===== config.mk =====
export PLATFORM = sky130hd
export DESIGN_NAME = sa_ctrl_flat
export DESIGN_NICKNAME = d
export VERILOG_FILES = /design/src/rtl/sa_pkg.sv /design/src/rtl/sa_ctrl_if.sv /design/src/rtl/sa_ctrl_drain.sv /design/src/rtl/sa_ctrl.sv /design/src/flat_wrapper.sv
export SDC_FILE = /design/constraint.sdc
export NUM_CORES = 1
export LEC_CHECK = 0
export BUFFER_PORTS_ARGS = -buffer_cell sky130_fd_sc_hd__buf_4
export CORE_AREA = 3 3 227 229
export DETAILED_ROUTE_END_ITERATION = 8
export DIE_AREA = 0 0 230 232
export GPL_TIMING_DRIVEN = 0
export PLACE_DENSITY = 0.65
export SLEW_MARGIN = 20
export SYNTH_ARGS = -nofsm -noshare
export SYNTH_HDL_FRONTEND = slang
export SYNTH_HIERARCHICAL = 1
export SYNTH_SLANG_ARGS = --single-unit

===== constraint.sdc =====
create_clock -name clk -period 4.3 [get_ports clk]
set_clock_uncertainty 0.15 [all_clocks]
set_input_delay 0.43 -clock clk [delete_from_list [all_inputs] [get_ports clk]]
set_output_delay 0.43 -clock clk [all_outputs]
set_load 0.005 [all_outputs]

===== src/rtl/sa_pkg.sv =====
// Shared widths, the controller state type and a width helper for the
// systolic-array tile controller.
package sa_pkg;
    localparam int ROWS_DEF = 8;
    localparam int OPND_W   = 8;
    localparam int RES_W    = 32;
    localparam int CNT_W    = 8;

    typedef enum logic [2:0] {
        IDLE    = 3'd0,
        FEED    = 3'd1,
        FLUSH   = 3'd2,
        WAITRES = 3'd3,
        DRAIN   = 3'd4,
        DONE    = 3'd5
    } sa_ctrl_state_t;

    function automatic int row_w(input int rows);
        return (rows > 1) ? $clog2(rows) : 1;
    endfunction
endpackage


===== src/rtl/sa_ctrl_if.sv =====
// Command, operand-stream, array and result-stream signals of sa_ctrl.
// The slave modport is the controller; master is whatever drives it.
interface sa_ctrl_if #(
    parameter int ROWS = sa_pkg::ROWS_DEF
);
    import sa_pkg::*;

    localparam int RW = row_w(ROWS);

    logic                          start;
    logic [CNT_W-1:0]              cfg_k;
    logic                          abort;
    logic                          busy;
    logic                          done;
    logic                          err;

    // opnd_* and res_* are valid/ready streams: a transfer happens on a rising
    // edge where valid && ready; the producer holds its payload stable while
    // valid && !ready.
    logic                          opnd_valid;
    logic                          opnd_ready;
    logic [ROWS-1:0][OPND_W-1:0]   opnd_a;
    logic [ROWS-1:0][OPND_W-1:0]   opnd_w;

    logic [ROWS-1:0][OPND_W-1:0]   ainport;
    logic [ROWS-1:0][OPND_W-1:0]   winport;
    logic                          inpvalid;
    logic                          outread;
    logic [ROWS-1:0][RES_W-1:0]    routport;
    logic [ROWS-1:0]               rvalidport;

    logic                          res_valid;
    logic                          res_ready;
    logic [RES_W-1:0]              res_data;
    logic [RW-1:0]                 res_row;

    modport slave (
        input  start, cfg_k, abort, opnd_valid, opnd_a, opnd_w,
               routport, rvalidport, res_ready,
        output busy, done, err, opnd_ready, ainport, winport,
               inpvalid, outread, res_valid, res_data, res_row
    );

    modport master (
        output start, cfg_k, abort, opnd_valid, opnd_a, opnd_w,
               routport, rvalidport, res_ready,
        input  busy, done, err, opnd_ready, ainport, winport,
               inpvalid, outread, res_valid, res_data, res_row
    );
endinterface


===== src/rtl/sa_ctrl_drain.sv =====
// Captures one full set of array results and serialises it row by row
// onto the result stream.
module sa_ctrl_drain
    import sa_pkg::*;
#(
    parameter int ROWS = ROWS_DEF
) (
    input  logic                       clk,
    input  logic                       rstn,
    input  logic                       active_i,
    input  logic                       capture_i,
    input  logic                       accept_i,
    input  logic [ROWS-1:0][RES_W-1:0] rout_i,
    output logic                       res_valid_o,
    output logic [RES_W-1:0]           res_data_o,
    output logic [row_w(ROWS)-1:0]     res_row_o,
    output logic                       last_o
);
    localparam int RW = row_w(ROWS);
    localparam logic [RW-1:0] IDX_LAST = RW'(ROWS - 1);

    logic [ROWS-1:0][RES_W-1:0] rbuf_q;
    logic [RW-1:0]              idx_q;

    // Capture always restarts the serialiser at row 0.
    always_ff @(posedge clk) begin
        if (!rstn) begin
            rbuf_q <= '0;
            idx_q  <= '0;
        end else if (capture_i) begin
            rbuf_q <= rout_i;
            idx_q  <= '0;
        end else if (accept_i) begin
            idx_q  <= (idx_q == IDX_LAST) ? '0 : idx_q + RW'(1);
        end
    end

    assign last_o      = accept_i && (idx_q == IDX_LAST);
    assign res_valid_o = active_i;
    assign res_data_o  = rbuf_q[idx_q];
    assign res_row_o   = idx_q;
endmodule


===== src/rtl/sa_ctrl.sv =====
// Tile controller for a ROWS x ROWS systolic array: feeds k operand beats,
// waits out the skew flush, collects the results and streams them out.
module sa_ctrl
    import sa_pkg::*;
#(
    parameter int ROWS      = ROWS_DEF,
    parameter int FLUSH_CYC = 2 * ROWS - 1
) (
    input  logic           clk,
    input  logic           rstn,
    sa_ctrl_if.slave       bus,
    output sa_ctrl_state_t state_o
);
    localparam int FLW = (FLUSH_CYC > 1) ? $clog2(FLUSH_CYC) : 1;
    localparam logic [FLW-1:0] FL_LAST = FLW'(FLUSH_CYC - 1);

    sa_ctrl_state_t              state_q, state_d;
    logic [CNT_W-1:0]            k_q, k_d;
    logic [CNT_W-1:0]            beat_q, beat_d;
    logic [FLW-1:0]              fl_q, fl_d;
    logic                        err_q, err_d;
    logic [ROWS-1:0][OPND_W-1:0] a_q, w_q;
    logic                        inpvalid_q, outread_q;

    logic busy_w;
    logic abort_act;
    logic beat_acc;
    logic capture;
    logic drain_acc;
    logic drain_last;

    assign busy_w    = (state_q != IDLE) && (state_q != DONE);
    assign abort_act = bus.abort && busy_w;

    // An abort in the same cycle as a handshake cancels that transfer.
    assign beat_acc  = (state_q == FEED)    && bus.opnd_valid   && !bus.abort;
    assign capture   = (state_q == WAITRES) && (&bus.rvalidport) && !bus.abort;
    assign drain_acc = (state_q == DRAIN)   && bus.res_ready    && !bus.abort;

    always_comb begin
        state_d = state_q;
        k_d     = k_q;
        beat_d  = beat_q;
        fl_d    = fl_q;
        err_d   = err_q;
        unique case (state_q)
            IDLE: begin
                if (bus.start) begin
                    if (bus.cfg_k != '0) begin
                        state_d = FEED;
                        k_d     = bus.cfg_k;
                        beat_d  = '0;
                        err_d   = 1'b0;
                    end else begin
                        state_d = DONE;
                        err_d   = 1'b1;
                    end
                end
            end
            FEED: begin
                if (beat_acc) begin
                    beat_d = beat_q + CNT_W'(1);
                    if (beat_d == k_q) begin
                        state_d = FLUSH;
                        fl_d    = '0;
                    end
                end
            end
            FLUSH: begin
                if (fl_q == FL_LAST) begin
                    state_d = WAITRES;
                end else begin
                    fl_d = fl_q + FLW'(1);
                end
            end
            WAITRES: begin
                if (capture) begin
                    state_d = DRAIN;
                end
            end
            DRAIN: begin
                if (drain_last) begin
                    state_d = DONE;
                    err_d   = 1'b0;
                end
            end
            DONE: begin
                state_d = IDLE;
            end
            default: begin
                state_d = IDLE;
            end
        endcase
        if (abort_act) begin
            state_d = DONE;
            err_d   = 1'b1;
        end
    end

    always_ff @(posedge clk) begin
        if (!rstn) begin
            state_q    <= IDLE;
            k_q        <= '0;
            beat_q     <= '0;
            fl_q       <= '0;
            err_q      <= 1'b0;
            a_q        <= '0;
            w_q        <= '0;
            inpvalid_q <= 1'b0;
            outread_q  <= 1'b0;
        end else begin
            state_q    <= state_d;
            k_q        <= k_d;
            beat_q     <= beat_d;
            fl_q       <= fl_d;
            err_q      <= err_d;
            inpvalid_q <= beat_acc;
            outread_q  <= capture;
            if (beat_acc) begin
                a_q <= bus.opnd_a;
                w_q <= bus.opnd_w;
            end
        end
    end

    sa_ctrl_drain #(
        .ROWS(ROWS)
    ) u_drain (
        .clk        (clk),
        .rstn       (rstn),
        .active_i   (state_q == DRAIN),
        .capture_i  (capture),
        .accept_i   (drain_acc),
        .rout_i     (bus.routport),
        .res_valid_o(bus.res_valid),
        .res_data_o (bus.res_data),
        .res_row_o  (bus.res_row),
        .last_o     (drain_last)
    );

    assign bus.busy       = busy_w;
    assign bus.done       = (state_q == DONE);
    assign bus.err        = (state_q == DONE) && err_q;
    assign bus.opnd_ready = (state_q == FEED);
    assign bus.ainport    = a_q;
    assign bus.winport    = w_q;
    assign bus.inpvalid   = inpvalid_q;
    assign bus.outread    = outread_q;
    assign state_o        = state_q;
endmodule


===== src/flat_wrapper.sv =====
// flat-port wrapper written by rule: the top's interface ports become plain ports
module sa_ctrl_flat import sa_pkg::*;
#(
    parameter int ROWS      = ROWS_DEF,
    parameter int FLUSH_CYC = 2 * ROWS - 1
)
  (clk, rstn, state_o, bus_start, bus_cfg_k, bus_abort, bus_opnd_valid, bus_opnd_a, bus_opnd_w, bus_routport, bus_rvalidport, bus_res_ready, bus_busy, bus_done, bus_err, bus_opnd_ready, bus_ainport, bus_winport, bus_inpvalid, bus_outread, bus_res_valid, bus_res_data, bus_res_row);
  sa_ctrl_if #(.ROWS(ROWS)) bus_i ();
  input  logic clk;
  input  logic rstn;
  output sa_ctrl_state_t state_o;
  input wire logic [$bits(bus_i.start)-1:0] bus_start;
  input wire logic [$bits(bus_i.cfg_k)-1:0] bus_cfg_k;
  input wire logic [$bits(bus_i.abort)-1:0] bus_abort;
  input wire logic [$bits(bus_i.opnd_valid)-1:0] bus_opnd_valid;
  input wire logic [$bits(bus_i.opnd_a)-1:0] bus_opnd_a;
  input wire logic [$bits(bus_i.opnd_w)-1:0] bus_opnd_w;
  input wire logic [$bits(bus_i.routport)-1:0] bus_routport;
  input wire logic [$bits(bus_i.rvalidport)-1:0] bus_rvalidport;
  input wire logic [$bits(bus_i.res_ready)-1:0] bus_res_ready;
  output wire logic [$bits(bus_i.busy)-1:0] bus_busy;
  output wire logic [$bits(bus_i.done)-1:0] bus_done;
  output wire logic [$bits(bus_i.err)-1:0] bus_err;
  output wire logic [$bits(bus_i.opnd_ready)-1:0] bus_opnd_ready;
  output wire logic [$bits(bus_i.ainport)-1:0] bus_ainport;
  output wire logic [$bits(bus_i.winport)-1:0] bus_winport;
  output wire logic [$bits(bus_i.inpvalid)-1:0] bus_inpvalid;
  output wire logic [$bits(bus_i.outread)-1:0] bus_outread;
  output wire logic [$bits(bus_i.res_valid)-1:0] bus_res_valid;
  output wire logic [$bits(bus_i.res_data)-1:0] bus_res_data;
  output wire logic [$bits(bus_i.res_row)-1:0] bus_res_row;
  assign bus_i.start = bus_start;
  assign bus_i.cfg_k = bus_cfg_k;
  assign bus_i.abort = bus_abort;
  assign bus_i.opnd_valid = bus_opnd_valid;
  assign bus_i.opnd_a = bus_opnd_a;
  assign bus_i.opnd_w = bus_opnd_w;
  assign bus_i.routport = bus_routport;
  assign bus_i.rvalidport = bus_rvalidport;
  assign bus_i.res_ready = bus_res_ready;
  assign bus_busy = bus_i.busy;
  assign bus_done = bus_i.done;
  assign bus_err = bus_i.err;
  assign bus_opnd_ready = bus_i.opnd_ready;
  assign bus_ainport = bus_i.ainport;
  assign bus_winport = bus_i.winport;
  assign bus_inpvalid = bus_i.inpvalid;
  assign bus_outread = bus_i.outread;
  assign bus_res_valid = bus_i.res_valid;
  assign bus_res_data = bus_i.res_data;
  assign bus_res_row = bus_i.res_row;
  sa_ctrl #(.ROWS(ROWS), .FLUSH_CYC(FLUSH_CYC)) u_core (.clk(clk), .rstn(rstn), .bus(bus_i), .state_o(state_o));
endmodule

==> results of run 1 <==
## layout by cell type, fill, tap and decap left out, types with 2 or more instances in the layout
cell,netlist,routed
sky130_fd_sc_hd__a211oi_1,2,2
sky130_fd_sc_hd__a21boi_0,132,132
sky130_fd_sc_hd__a21boi_1,4,4
sky130_fd_sc_hd__a21oi_1,12,12
sky130_fd_sc_hd__and2_1,7,7
sky130_fd_sc_hd__and3_1,5,5
sky130_fd_sc_hd__buf_2,48,48
sky130_fd_sc_hd__buf_4,1,577
sky130_fd_sc_hd__buf_6,4,4
sky130_fd_sc_hd__bufinv_16,0,4
sky130_fd_sc_hd__clkbuf_1,75,85
sky130_fd_sc_hd__clkbuf_16,0,47
sky130_fd_sc_hd__clkbuf_8,0,9
sky130_fd_sc_hd__clkinv_2,0,8
sky130_fd_sc_hd__dfxtp_1,413,413
sky130_fd_sc_hd__diode_2,0,15
sky130_fd_sc_hd__dlygate4sd3_1,0,389
sky130_fd_sc_hd__ha_1,5,5
sky130_fd_sc_hd__inv_1,5,5
sky130_fd_sc_hd__mux2_2,32,32
sky130_fd_sc_hd__mux2i_1,267,267
sky130_fd_sc_hd__mux4_2,64,64
sky130_fd_sc_hd__nand2_1,272,272
sky130_fd_sc_hd__nand2b_1,5,5
sky130_fd_sc_hd__nand3_1,9,9
sky130_fd_sc_hd__nand3b_1,3,3
sky130_fd_sc_hd__nand4_1,5,5
sky130_fd_sc_hd__nor2_1,12,12
sky130_fd_sc_hd__nor2b_1,274,274
sky130_fd_sc_hd__nor3_1,2,2
sky130_fd_sc_hd__nor4_1,3,3
sky130_fd_sc_hd__o2111ai_1,2,2
sky130_fd_sc_hd__o21ai_0,12,12
sky130_fd_sc_hd__or3_1,4,4
sky130_fd_sc_hd__or3b_1,2,2
sky130_fd_sc_hd__xnor2_1,4,4
sky130_fd_sc_hd__xor2_1,3,3
## final cells by class
type,count,area share (%)
multi-input cells,1168,31.8
flip-flops and latches,413,28.9
repair buffers,965,28.8
clock buffers,66,4.68
well taps,672,2.94
plain buffers,128,2.01
clock inverters,16,0.688
diodes,15,0.131
inverters,5,0.0657
## where the power goes
group          switching (mW)  internal (mW)
clock network            1.64           2.40
logic                   0.485          0.712
registers              0.0542           3.90
## how the worst max path moves through the flow
stage | to | slack, ns | depth (start not counted)
finish | bus_res_data[24] | 0.88 | 5
global route | bus_res_data[21] | 0.67 | 5
CTS | bus_res_data[21] | 0.77 | 5
detailed placement | u_core/u_drain/rbuf_q[88] | 0.63 | 8
global placement | u_core/u_drain/rbuf_q[97] | 0.65 | 8
floorplan | u_core/u_drain/rbuf_q[0] | 2.03 | 8
## tightest hold or removal path, cell delays in order
cell,delay [ns]
sky130_fd_sc_hd__buf_4,0.09
sky130_fd_sc_hd__mux2i_1,0.07
sky130_fd_sc_hd__nor2b_1,0.13
## flip-flops by register name (all words and copies together), names as in the netlist
signal and flops:
u_core/err_q 1, u_core/beat_q 8, u_core/k_q 8, u_core/u_drain/res_row_o 3, u_core/bus.winport 64, u_core/bus.outread 1, u_core/bus.ainport 64, u_core/u_drain/rbuf_q 256
u_core/bus.inpvalid 1, u_core/fl_q 4, u_core/state_o 3
## cells by family (layout without fill, tap and decap cells)
group                    Yosys count  after routing
other                              0             15
XOR/XNOR                           9              9
flip-flops                       413            413
AO/OA/AOI/OAI                    175            175
buffers and inverters            133           1180
AND/OR/NAND/NOR                  616            616
adder cells (fa/ha/maj)            5              5
multiplexers                     363            363
## what timing repair did
item	4_1_cts	5_1_grt
hold buffers	389	0
setup endpoints to repair	0	0
endpoints found under the hold margin	389	0
## metal layers
metal  wire length, µm  vias up
met5                26        -
met4              2800        4
met3              4500      198
met2             35200      691
met1             30300     8134
li1                  -     7883
## through the flow
| stage | utilization [%] | instance area, µm² |
|---|---|---|
| after floorplan | - | 17900 |
| after global placement | 46.3 | 23100 |
| after detailed placement | 46.3 | 23100 |
| after CTS | 57.2 | 28500 |
| after global routing | 57.2 | 28500 |
| final | 57.3 | 28600 |
==> flow_metrics.py, run 1 <==
metrics = {
    "status": {
        "status": "finished, final reports clean",
    },
    "timing": {
        "finalHoldViolCount": 0,
        "tightestPinTransition_ns": 0.952,
        "timing.max_slew.rel_slack_pct": 36.6,
        "setup_slack_ns": 0.876,
        "slew_viol_final": 0,
        "setup_violations": 0,
        "timing.final.crit_share_pct": 79.6,
        "totalNegativeSetupSlack_ns": 0,
        "final.min_clock_period_ns": 3.42,
        "max_freq_ghz": 0.292,
        "finalHoldWorstSlack_ns": 0.0475,
        "grt_setup_unrepaired": "false",
    },
    "placement": {
        "place_worst_setup_slack_ns": 0.625,
        "number_of_cells_in_the_design_after_placement": 2962,
        "dp_hpwl_um": 52900,
        "gp_routability_congestion": 0.897,
        "port-buffer-count": 576,
    },
    "die": {
        "ioPinCount": 579,
        "chipWidth_um": 230,
        "die_h_um": 232,
        "floorplan.core_area_um2": 49900,
        "start_util_pct": 36.0,
        "floorplan.die_area_um2": 53400,
        "rows": 82,
    },
    "critical_path": {
        "critPathRequiredTime_ns": 3.72,
        "startpoint_type": "flop",
        "critical_path.endpoint_type": "primary output",
        "worst_path_max_delay_cell": "sky130_fd_sc_hd__dfxtp_1",
        "worstReg2RegEnd": "u_core/u_drain/rbuf_q[41]",
        "reg2reg_depth": 8,
        "cp_max_fo": 10,
        "critical_path.startpoint": "u_core/u_drain/res_row_o[0]",
        "setup.reg_to_reg.worst_slack_ns": 1.17,
        "regToRegStartpoint": "u_core/state_o[0]",
        "critical_path.top_delay_family": "buffers and inverters",
        "crit_path_cell_trace": "buf_2 > buf_2 > mux4_2 > mux2_2 > buf_4",
        "critical_path_buf_inv_count": 3,
        "max_stage_delay_ns": 0.56,
        "cp.arrival_ns": 2.84,
        "criticalPathCategory": "flop to primary output",
        "critical-path-top-cell-by-count": "sky130_fd_sc_hd__buf_2",
    },
    "clocking": {
        "cts_resized": 0,
        "h-tree-depth": 2,
        "clock_tree_from_tritoncts": "built",
        "post-cts-setup-buffers": 0,
        "cts-root-to-sink-buffers": 3,
        "clock_edge_transition_at_the_registers_on_the_reported_setup_and_hold_paths_ns": 0.05,
        "cts_made_buffers": 47,
        "worst_skew_pair.late_latency_ns": 0.57,
        "clock_tree_root_buffer_cell": "sky130_fd_sc_hd__clkbuf_16",
        "tritoncts_num_sinks": 413,
    },
    "global_route": {
        "grt_antenna_before_repair": 13,
        "grt_use_total_pct": 26.4,
        "grt_pass1_wl_um": 108000,
        "use_met1_pct": 33.2,
        "grt_remaining_overflow": 0,
        "globalRouteMet3Util_pct": 5.00,
        "grt_pass1_vias": 17937,
        "grt_start_max_net_pins": 14,
        "grt.busiest_layer": "met2",
        "met2_global_route_usage_pct": 44.9,
    },
    "synth": {
        "synth_top_cell_by_area": "sky130_fd_sc_hd__dfxtp_1",
        "netlist_top_cells_count": "sky130_fd_sc_hd__dfxtp_1 (413), sky130_fd_sc_hd__nor2b_1 (274), sky130_fd_sc_hd__nand2_1 (272)",
        "yosys.area_share.simple_pct": 17.7,
        "mapped_cell_area_um2": 17900,
        "share_of_the_synthesized_area_in_compound_gates_ao_oa_aoi_oai_pct": 7.07,
        "muxShareOfSynthArea_pct": 24.9,
        "synth_fp_nets": 2125,
        "syn-instance-count": 1714,
        "synth_seq_area_share_pct": 46.1,
        "postSynth.topFlopCell": "sky130_fd_sc_hd__dfxtp_1",
        "yosys.area.top_type_share_pct": 46.1,
        "combinational_family_with_the_most_area_after_synthesis": "multiplexers",
        "ys_warn_count": 6,
        "synth-edff-count": 0,
        "synth_xor_xnor_area_share_pct": 0.523,
        "yosys.area_share.adder_pct": 0.349,
        "seq_cells_post_synth": 413,
        "yosysUniqueCellTypes": 57,
        "syn_avg_cell_area_um2": 10.5,
        "post_synth_main_area_contributors": "sky130_fd_sc_hd__dfxtp_1 (46%), sky130_fd_sc_hd__mux2i_1 (15%), sky130_fd_sc_hd__nor2b_1 (9.6%)",
        "synth_most_common_cell": "sky130_fd_sc_hd__dfxtp_1",
        "ys_async_rst_share_pct": 0,
    },
    "final_layout": {
        "final-seq-area_um2": 8270,
        "proportion_of_layout_cells_with_a_drive_suffix_above_1_pct": 29.2,
        "multiInputGateArea_um2": 9070,
        "post_layout_nonfiller_instances": 3448,
        "fillerInstances": 4229,
        "final_nets": 3139,
        "area_delta_synth_final_pct": 59.3,
    },
    "power_and_ir_drop": {
        "fin_total_pwr_mw": 9.19,
        "vdd_drop_max_uv": 263,
        "leakage_nw": 10.9,
        "powerDensity_nw_per_um2": 322,
    },
    "job": {
        "cap_violations": 0,
    },
    "detailed_routing": {
        "vias_per_cell": 4.90,
        "detailroute.via_count": 16910,
        "drt-wirelength-per-cell_um": 21.1,
        "drc": 0,
        "detail-route-antenna-nets": 0,
        "drt_pre_antenna_iters": 5,
        "route.final.wire_length_um": 72800,
        "detailedRoute.firstIterationViolations": 1070,
    },
    "worst_hold_path": {
        "holdCritPathClass": "input pin to flop",
        "holdPathStages": 3,
        "holdPathEnd": "u_core/u_drain/rbuf_q[127]",
        "timing.hold.worst.start": "bus_routport[127]",
    },
}
Power figures use the tool's default switching activity.
==> run 2, diff against run 1 <==
--- a/config.mk
+++ b/config.mk
@@ -6,11 +6,11 @@
 export NUM_CORES = 1
 export LEC_CHECK = 0
 export BUFFER_PORTS_ARGS = -buffer_cell sky130_fd_sc_hd__buf_4
-export CORE_AREA = 3 3 227 229
+export CORE_AREA = 3 3 222 224
 export DETAILED_ROUTE_END_ITERATION = 8
-export DIE_AREA = 0 0 230 232
+export DIE_AREA = 0 0 225 227
 export GPL_TIMING_DRIVEN = 0
-export PLACE_DENSITY = 0.65
+export PLACE_DENSITY = 0.67
 export SLEW_MARGIN = 20
 export SYNTH_ARGS = -nofsm -noshare
 export SYNTH_HDL_FRONTEND = slang
==> constraint.sdc (replaced) <==
create_clock -name clk -period 3.6 [get_ports clk]
set_clock_uncertainty 0.15 [all_clocks]
set_input_delay 0.36 -clock clk [delete_from_list [all_inputs] [get_ports clk]]
set_output_delay 0.36 -clock clk [all_outputs]
set_load 0.005 [all_outputs]
==> flow_metrics.py, run 2 (synthesis gave the netlist of run 1 again) <==
metrics = {
    "global_route": {
        "globalRouteMet3Util_pct": 5.54,
        "grt_antenna_before_repair": 16,
        "grt_start_max_net_pins": 13,
        "grt_use_total_pct": 26.9,
        "grt_pass1_wl_um": 105000,
        "grt_pass1_vias": 17848,
        "grt_remaining_overflow": 0,
        "grt.busiest_layer": "met2",
        "met2_global_route_usage_pct": 45.8,
        "use_met1_pct": 33.4,
    },
    "critical_path": {
        "cp_max_fo": 10,
        "regToRegStartpoint": "u_core/state_o[0]",
        "critical_path.endpoint_type": "primary output",
        "critical-path-top-cell-by-count": "sky130_fd_sc_hd__buf_2",
        "critical_path.top_delay_family": "buffers and inverters",
        "crit_path_cell_trace": "buf_2 > buf_2 > mux4_2 > mux2_2 > buf_4",
        "setup.reg_to_reg.worst_slack_ns": 0.56,
        "max_stage_delay_ns": 0.56,
        "critical_path_buf_inv_count": 3,
        "cp.arrival_ns": 2.86,
        "criticalPathCategory": "flop to primary output",
        "startpoint_type": "flop",
        "reg2reg_depth": 8,
        "worstReg2RegEnd": "u_core/u_drain/rbuf_q[149]",
        "worst_path_max_delay_cell": "sky130_fd_sc_hd__dfxtp_1",
        "critPathRequiredTime_ns": 3.09,
    },
    "timing": {
        "finalHoldWorstSlack_ns": 0.0560,
        "timing.final.crit_share_pct": 93.5,
        "slew_viol_final": 0,
        "finalHoldViolCount": 0,
        "setup_violations": 0,
        "max_freq_ghz": 0.297,
        "grt_setup_unrepaired": "false",
        "tightestPinTransition_ns": 0.899,
        "totalNegativeSetupSlack_ns": 0,
        "timing.max_slew.rel_slack_pct": 40.1,
        "final.min_clock_period_ns": 3.37,
    },
    "placement": {
        "placed_cell_area_um2": 23000,
        "dp_hpwl_um": 50800,
        "port-buffer-count": 576,
        "gp_routability_congestion": 0.886,
    },
    "clocking": {
        "tritoncts_num_sinks": 413,
        "clock_tree_root_buffer_cell": "sky130_fd_sc_hd__clkbuf_16",
        "worst_skew_pair.late_latency_ns": 0.57,
        "clock_tree_from_tritoncts": "built",
        "clock_edge_transition_at_the_registers_on_the_reported_setup_and_hold_paths_ns": 0.06,
        "cts-root-to-sink-buffers": 3,
        "cts_made_buffers": 46,
        "h-tree-depth": 2,
    },
    "status": {
        "status": "finished, final reports clean",
    },
    "final_layout": {
        "max_ffs_per_register": 256,
        "area_delta_synth_final_pct": 58.6,
        "postLayoutCoreUtil_pct": 59.8,
        "proportion_of_layout_cells_with_a_drive_suffix_above_1_pct": 29.2,
        "most-common-layout-cells": "sky130_fd_sc_hd__buf_4 (577), sky130_fd_sc_hd__dfxtp_1 (413), sky130_fd_sc_hd__dlygate4sd3_1 (392), sky130_fd_sc_hd__nor2b_1 (274), sky130_fd_sc_hd__nand2_1 (272)",
        "final_nets": 3141,
        "design_area_final_um2": 28400,
        "fillerInstances": 3798,
        "most_common_cell_after_layout_fill_and_taps_aside": "sky130_fd_sc_hd__buf_4",
        "multiInputGateArea_um2": 9070,
        "final-seq-area_um2": 8270,
        "max_flop_register": "u_core/u_drain/rbuf_q",
    },
    "die": {
        "rows": 80,
        "ioPinCount": 579,
        "die_h_um": 227,
        "start_util_pct": 37.7,
        "floorplan.core_area_um2": 47500,
        "floorplan.die_area_um2": 51100,
        "chipWidth_um": 225,
    },
    "power_and_ir_drop": {
        "leakage_nw": 10.9,
        "vdd_drop_max_uv": 372,
        "powerDensity_nw_per_um2": 380,
    },
    "detailed_routing": {
        "detailroute.via_count": 16715,
        "drt-wirelength-per-cell_um": 21.1,
        "drt_pre_antenna_iters": 5,
        "drc": 0,
        "vias_per_cell": 4.94,
        "route.final.wire_length_um": 71500,
        "detailedRoute.firstIterationViolations": 993,
        "detail-route-antenna-nets": 0,
    },
    "worst_hold_path": {
        "timing.hold.worst.start": "rstn",
        "holdPathStages": 2,
        "holdCritPathClass": "input pin to flop",
        "holdPathEnd": "u_core/u_drain/rbuf_q[223]",
    },
    "job": {
        "cap_violations": 0,
    },
}
==> run 2: cell count changes in the layout (fill, tap and decap cells not counted) <==
| cell | before | now |
|---|---|---|
| sky130_fd_sc_hd__clkinvlp_4 | 1 | 0 |
| sky130_fd_sc_hd__clkbuf_1 | 85 | 82 |
| sky130_fd_sc_hd__diode_2 | 15 | 12 |
| sky130_fd_sc_hd__clkinv_4 | 1 | 0 |
| sky130_fd_sc_hd__clkbuf_8 | 9 | 10 |
| sky130_fd_sc_hd__bufinv_16 | 4 | 2 |
| sky130_fd_sc_hd__dlygate4sd3_1 | 389 | 392 |
==> run 2: worst max-delay path by stage <==
stage | depth (start not counted) | from | end | slack, ns
after detailed placement | 8 | bus_abort | u_core/u_drain/rbuf_q[92] | 0.11
after floorplan | 10 | u_core/state_o[0] | u_core/state_o[0] | 1.39
final | 5 | u_core/u_drain/res_row_o[0] | bus_res_data[21] | 0.23
after global placement | 8 | bus_abort | u_core/u_drain/rbuf_q[125] | 0.14
after global routing | 5 | u_core/u_drain/res_row_o[0] | bus_res_data[21] | 0.11
after CTS | 5 | u_core/u_drain/res_row_o[0] | bus_res_data[21] | 0.16
==> run 2: cell type report <==
cell class              count  area share [%]
diodes                     12           0.106
clock inverters            12           0.422
repair buffers            968            29.0
clock buffers              64            4.71
flip-flops and latches    413            29.1
inverters                   5          0.0660
multi-input cells        1168            31.9
plain buffers             128            2.02
well taps                 615            2.71
==> run 2: power breakdown <==
group	total, mW	internal [mW]	switching, mW
Combinational	1.43	0.852	0.574
Clock	4.65	2.72	1.93
Sequential	4.72	4.66	0.0635
==> run 2: timing repair <==
item	4_1_cts	5_1_grt
hold buffers	392	0
hold endpoints to repair	392	0
buffers inserted	0	0
gates resized for setup	0	0
==> run 2: metal layers <==
layer,vias to the layer above,routed length [µm]
met2,620,34400
li1,7886,-
met4,2,2880
met1,8015,29800
met3,192,4400
met5,-,13
==> run 2: through the flow <==
stage                     cells  worst slack [ns]  power (mW)
final                      3385             0.233        10.8
after global routing       3381             0.109        11.2
after CTS                  3373             0.156        10.8
after detailed placement   2905             0.108        5.86
after global placement     2905             0.138        5.84
after floorplan            1714              1.39        5.20
